### src/rtl/gps_pkg.sv
// Shared GPS constants and the correlator state encoding used by the
// upsampler, the correlator and the tracking-loop blocks.
package gps_pkg;

  localparam int CA_CODE_LEN = 16800;
  localparam int CA_RATE_INC = 1021613;

  typedef enum logic [1:0] {
    CORR_IDLE  = 2'd0,
    CORR_ARMED = 2'd1,
    CORR_RUN   = 2'd2
  } corr_state_t;

endpackage

### src/rtl/ca_corr_tap.sv
// One correlator arm: signed accumulate of +/-sample, with the period total
// (including the dump sample) captured into a result register one cycle later.
module ca_corr_tap #(
  parameter int SAMPLE_WIDTH = 4,
  parameter int ACC_WIDTH    = 20
) (
  input  logic                    clk,
  input  logic                    reset_n,
  input  logic [SAMPLE_WIDTH-1:0] i_sample,
  input  logic                    i_bit,
  input  logic                    i_load,
  input  logic                    i_add,
  input  logic                    i_dump,
  output logic [ACC_WIDTH-1:0]    o_result
);

  logic signed [ACC_WIDTH-1:0] w_ext;
  logic signed [ACC_WIDTH-1:0] w_prod;
  logic signed [ACC_WIDTH-1:0] w_sum;
  logic signed [ACC_WIDTH-1:0] r_acc;
  logic signed [ACC_WIDTH-1:0] r_result;

  assign w_ext  = {{(ACC_WIDTH-SAMPLE_WIDTH){i_sample[SAMPLE_WIDTH-1]}}, i_sample};
  assign w_prod = i_bit ? w_ext : -w_ext;
  // A period-start sample replaces the running sum, so no clear cycle is needed.
  assign w_sum  = i_load ? w_prod : (r_acc + w_prod);

  always_ff @(posedge clk or negedge reset_n) begin
    if (!reset_n) begin
      r_acc    <= '0;
      r_result <= '0;
    end else begin
      if (i_load || i_add) r_acc <= w_sum;
      if (i_dump)          r_result <= w_sum;
    end
  end

  assign o_result = r_result;

endmodule

### src/rtl/ca_correlator.sv
// Early/prompt/late C/A correlator over one code period; results appear one cycle
// after the last-sample dump and are held (valid/ready) until accepted, sticky overrun.
module ca_correlator
  import gps_pkg::*;
#(
  parameter int SAMPLE_WIDTH = 4,
  parameter int ACC_WIDTH    = 20,
  parameter int EL_SPACING   = 8,
  parameter int CODE_LEN     = CA_CODE_LEN
) (
  input  logic                    clk,
  input  logic                    reset_n,
  input  logic [SAMPLE_WIDTH-1:0] sample,
  input  logic                    sample_valid,
  input  logic                    code_in,
  input  logic [14:0]             code_shift,
  input  logic                    start,
  input  logic                    stop,
  output logic [ACC_WIDTH-1:0]    acc_early,
  output logic [ACC_WIDTH-1:0]    acc_prompt,
  output logic [ACC_WIDTH-1:0]    acc_late,
  output logic                    acc_valid,
  input  logic                    acc_ready,
  output logic                    overrun
);

  localparam int          DLY_LEN    = 2 * EL_SPACING;
  localparam logic [14:0] LAST_SHIFT = 15'(CODE_LEN - 1);

  corr_state_t        r_state;
  logic [DLY_LEN-1:0] r_dly;
  logic               r_vld;
  logic               r_ovr;
  logic               w_first;
  logic               w_last;
  logic               w_run_smp;
  logic               w_load;
  logic               w_add;
  logic               w_dump;

  assign w_first   = (code_shift == 15'd0);
  assign w_last    = (code_shift == LAST_SHIFT);
  // stop aborts the period outright, including a coincident dump sample.
  assign w_run_smp = sample_valid && !stop &&
                     ((r_state == CORR_RUN) || ((r_state == CORR_ARMED) && w_first));
  assign w_load    = w_run_smp && w_first;
  assign w_add     = w_run_smp && !w_first;
  assign w_dump    = w_run_smp && (r_state == CORR_RUN) && w_last;

  always_ff @(posedge clk or negedge reset_n) begin
    if (!reset_n) begin
      r_state <= CORR_IDLE;
    end else if (stop) begin
      r_state <= CORR_IDLE;
    end else begin
      case (r_state)
        CORR_IDLE:  if (start) r_state <= CORR_ARMED;
        CORR_ARMED: if (sample_valid && w_first) r_state <= CORR_RUN;
        CORR_RUN:   r_state <= CORR_RUN;
        default:    r_state <= CORR_IDLE;
      endcase
    end
  end

  always_ff @(posedge clk or negedge reset_n) begin
    if (!reset_n) begin
      r_dly <= '0;
    end else if (sample_valid) begin
      r_dly <= {r_dly[DLY_LEN-2:0], code_in};
    end
  end

  always_ff @(posedge clk or negedge reset_n) begin
    if (!reset_n) begin
      r_vld <= 1'b0;
      r_ovr <= 1'b0;
    end else begin
      if (w_dump) begin
        r_vld <= 1'b1;
        if (r_vld && !acc_ready) r_ovr <= 1'b1;
      end else if (r_vld && acc_ready) begin
        r_vld <= 1'b0;
      end
    end
  end

  ca_corr_tap #(.SAMPLE_WIDTH(SAMPLE_WIDTH), .ACC_WIDTH(ACC_WIDTH)) u_early (
    .clk(clk), .reset_n(reset_n), .i_sample(sample), .i_bit(code_in),
    .i_load(w_load), .i_add(w_add), .i_dump(w_dump), .o_result(acc_early)
  );

  ca_corr_tap #(.SAMPLE_WIDTH(SAMPLE_WIDTH), .ACC_WIDTH(ACC_WIDTH)) u_prompt (
    .clk(clk), .reset_n(reset_n), .i_sample(sample), .i_bit(r_dly[EL_SPACING-1]),
    .i_load(w_load), .i_add(w_add), .i_dump(w_dump), .o_result(acc_prompt)
  );

  ca_corr_tap #(.SAMPLE_WIDTH(SAMPLE_WIDTH), .ACC_WIDTH(ACC_WIDTH)) u_late (
    .clk(clk), .reset_n(reset_n), .i_sample(sample), .i_bit(r_dly[DLY_LEN-1]),
    .i_load(w_load), .i_add(w_add), .i_dump(w_dump), .o_result(acc_late)
  );

  assign acc_valid = r_vld;
  assign overrun   = r_ovr;

endmodule

### config.mk
export PLATFORM = sky130hd
export DESIGN_NAME = ca_correlator
export DESIGN_NICKNAME = d
export VERILOG_FILES = /design/src/rtl/gps_pkg.sv /design/src/rtl/ca_corr_tap.sv /design/src/rtl/ca_correlator.sv
export SDC_FILE = /design/constraint.sdc
export NUM_CORES = 1
export LEC_CHECK = 0
export CAP_MARGIN = 20
export CORE_MARGIN = 3
export CORE_UTILIZATION = 40
export DETAILED_ROUTE_END_ITERATION = 10
export GPL_TIMING_DRIVEN = 0
export PLACE_DENSITY = 0.67
export SYNTH_ARGS = -nofsm -noshare
export SYNTH_HDL_FRONTEND = slang
export SYNTH_SLANG_ARGS = --single-unit
### constraint.sdc
create_clock -name clk -period 8.32 [get_ports clk]
set_input_delay 1.664 -clock clk [delete_from_list [all_inputs] [get_ports clk]]
set_output_delay 1.664 -clock clk [all_outputs]
set_load 0.03 [all_outputs]
==> impl_metrics.py <==
metrics = {
    "setup_path": {
        "r2r_slack_ns": 4.13,
        "critPathTopFamily": "compound AO/OA/AOI/OAI gates",
        "critPathKind": "primary input to flop",
        "start_kind": "primary input",
        "crit_path_end": "u_prompt.o_result[17]",
        "worstPathRequired_ns": 8.61,
        "cp_common_cell": "ha_1",
        "critPathLaunch": "sample[0]",
        "r2r-start": "r_dly[7]",
        "slowest_stage": "o21ai_0",
        "endpoint_kind": "flop",
        "critPathBufInv": 2,
        "reg2reg_to": "u_prompt.o_result[17]",
        "worst_r2r_path_depth": 11,
        "cp.depth": 15,
        "max_stage_delay_ns": 0.79,
        "cp.arrival_ns": 6.34,
        "cp_max_fo": 6,
        "crit_chain": "clkdlybuf4s50_1 -> inv_1 -> ha_1 -> nand2_1 -> ha_1 -> o21ai_0 -> ha_1 -> o21a_1 -> o21ai_0 -> o311ai_1 -> a2111oi_1 -> nor2_1 -> o41ai_2 -> xor2_1 -> o31ai_1",
    },
    "timing": {
        "setup_total_negative_slack_ns": 0,
        "fin_skew_ns": 0.008099,
        "fin_crit_sh_pct": 72.76,
        "relSlewSlack_pct": 26.06,
        "worst_pin_slew_ns": 1.098,
        "fin_crit_ns": 6.054,
        "grt_setup_unrepaired": "no",
        "slew_violations": 0,
        "hold_viol_final": 0,
        "setup_viol": 0,
        "max_freq_mhz": 165.2,
    },
    "floorplanning": {
        "dieHeight_um": 155.2,
        "rows": 53,
        "io_pins": 88,
        "coreArea_um2": 21420,
        "die-width_um": 155.2,
        "start_util_pct": 41.54,
        "die_area_um2": 24070,
    },
    "hold_path": {
        "min_path_cells": 2,
        "hold_path_class": "flop to flop",
        "hold_path_startpoint": "u_prompt.o_result[15]",
    },
    "yosys": {
        "ys_async_sr_fraction_pct": 100.0,
        "synth-seq-area-share_pct": 39.37,
        "ys.flop_type": "dfrtp_1",
        "synthCells": 1003,
        "synth.top_cell.area_share_pct": 39.37,
        "synth_top_cells_by_area": "dfrtp_1 (39%), ha_1 (10%), o21ai_0 (7.6%), nand2_1 (5.8%), a21oi_1 (5.1%)",
        "synth_edf_count": 0,
        "post-synth-top-area-cell": "dfrtp_1",
        "ys_ff_latch": 140,
        "syn-num-nets": 1105,
        "yosysUniqueCellTypes": 59,
        "syn_area_per_cell_um2": 8.872,
        "synth_warnings": 0,
        "syn_area_um2": 8899,
    },
    "clocking": {
        "post_cts_buffers": 0,
        "postCtsResizedCells": 0,
        "clkTransAtPathRegs_ns": 0.06,
        "numCtsBuffers": 17,
        "clkSinkCount": 140,
        "h-tree-depth": 4,
        "cts_tree": "yes",
        "hold_buffers": 0,
        "clockRootBuffer": "clkbuf_16",
        "clkLatencyLatePin_ns": 0.43,
        "clk_path_buf_depth": 2,
    },
    "final_layout": {
        "n_antenna_cell": 0,
        "fin_util_pct": 50.11,
        "drive_above_1_share_pct": 6.512,
        "fin_nets": 1210,
        "area_delta_synth_final_pct": 20.63,
    },
    "route": {
        "postRouteAntennaNets": 0,
        "dr.pass1.iters": 6,
        "drc_errors": 0,
        "dr_total_vias": 7772,
        "via_per_inst": 5.567,
        "wl_um": 25570,
        "detail_route.iter0.violations": 609,
        "wl_per_cell_um": 18.32,
    },
    "placement": {
        "gp_congestion": 0.9196,
        "dp_hpwl_um": 18930,
        "port_buffers": 85,
    },
    "pwr": {
        "vdd_ir_drop_max_v": 0.0001738,
        "p_per_area_nw_per_um2": 346.8,
        "fin_total_pwr_w": 0.003723,
        "p_leak_nw": 4.941,
    },
    "outcome": {
        "status": "finished, final reports clean",
    },
    "grt": {
        "grt_antenna_before_repair": 0,
        "grt_pass1_vias": 7542,
        "grt_max_degree": 94,
        "grt_overflow": 0,
        "grtUsageTotal_pct": 21.40,
        "grt_pass1_wl_um": 40530,
    },
    "flow_run": {
        "drv_cap": 0,
    },
}
## how the worst min path moves through the flow
stage | slack [ns] | endpoint
2_1_floorplan | 0.45 | u_late.r_acc[8]
3_3_place_gp | 0.45 | u_prompt.o_result[19]
3_5_place_dp | 0.46 | u_prompt.o_result[15]
4_1_cts | 0.47 | u_prompt.o_result[15]
5_1_grt | 0.50 | u_early.o_result[11]
6_report | 0.47 | u_prompt.o_result[15]
## where the power goes
group	internal (W)	switching (W)	leakage [nW]
Clock	0.000479	0.000331	0.294
Sequential	0.000837	0.000105	1.85
Combinational	0.000835	0.00114	2.80
## logic make-up (layout without fill, tap and decap cells)
| logic type | count (synthesis) | after routing | share of synthesized area (%) |
|---|---|---|---|
| AOI/OAI and AO/OA | 329 | 329 | 21.74 |
| xor gates and xnor gates | 49 | 49 | 4.823 |
| adders and majority gates | 76 | 76 | 10.94 |
| buffers and inverters | 78 | 196 | 3.332 |
| DFF | 140 | 140 | 39.37 |
| muxes | 43 | 43 | 5.202 |
| and+or+nand+nor | 288 | 288 | 14.60 |
## tightest hold or removal path: cells and delay by family (launching register included)
| family | cells | cell delay (ns) |
|---|---|---|
| and+or+nand+nor | 2 | 0.09 |
| DFF | 1 | 0.35 |
## routing by layer
layer	vias up	GRT usage, %	share of wire (%)
met1	3715	29.06	46
met4	0	7.822	2.4
met5	-	0	0
li1	3769	-	-
met3	50	4.951	6.6
met2	238	33.49	45
## synthesized netlist by cell type (9+ instances only)
library cell    n
a21o_1         23
a21oi_1        91
a31oi_1         9
and2_1         10
and3_1          9
clkbuf_1       42
dfrtp_1       140
ha_1           73
inv_1          30
mux2_2         26
mux2i_1        17
nand2_1       138
nand3_1        12
nor2_1         66
nor3_1         16
o21a_1         18
o21ai_0       135
o21bai_1        9
o31ai_1        10
xnor2_1        33
xor2_1         16
## stage by stage
stage | setup WS [ns] | instances | hold slack, ns | cell area (um2)
finish | 2.266 | 1396 | 0.4692 | 10730
global route | 2.002 | 1396 | 0.4976 | 10730
CTS | 2.302 | 1396 | 0.4748 | 10730
detailed placement | 1.833 | 1364 | 0.4599 | 10120
global placement | -0.2883 | 1363 | 0.4484 | 10090
floorplan | 3.446 | 1003 | 0.4524 | 8899
## placed cells by master (no fill, tap or decap), types with 6 or more instances in the layout
cell type	synthesis	layout
dfrtp_1	140	140
nand2_1	138	138
o21ai_0	135	135
a21oi_1	91	91
clkdlybuf4s50_1	0	84
ha_1	73	73
nor2_1	66	66
clkbuf_1	42	43
xnor2_1	33	33
inv_1	30	30
mux2_2	26	26
a21o_1	23	23
o21a_1	18	18
mux2i_1	17	17
clkbuf_16	0	17
xor2_1	16	16
nor3_1	16	16
nand3_1	12	12
o31ai_1	10	10
and2_1	10	10
and3_1	9	9
a31oi_1	9	9
o21bai_1	9	9
nand2b_1	8	8
a211oi_1	8	8
nor4_1	6	6
a41oi_1	6	6
## registers in the layout, summed over array words and instances (netlist names)
name / cells
acc_valid: 1
u_early.o_result: 20
u_early.r_acc: 20
u_prompt.o_result: 20
u_prompt.r_acc: 20
u_late.r_acc: 20
r_state: 2
u_late.o_result: 20
r_dly: 16
overrun: 1
## layout make-up
cell class / count / area [um2]
fill: 2066 / 10690
multi-input combinational: 785 / 5099
sequential: 140 / 3503
timing repair buffer: 86 / 879.6
clock buffer: 18 / 429.2
tap: 275 / 344.1
buffer: 48 / 183.9
clock inverter: 14 / 182.7
inverter: 30 / 112.6
Note: power is estimated with default switching activity, not from simulation.
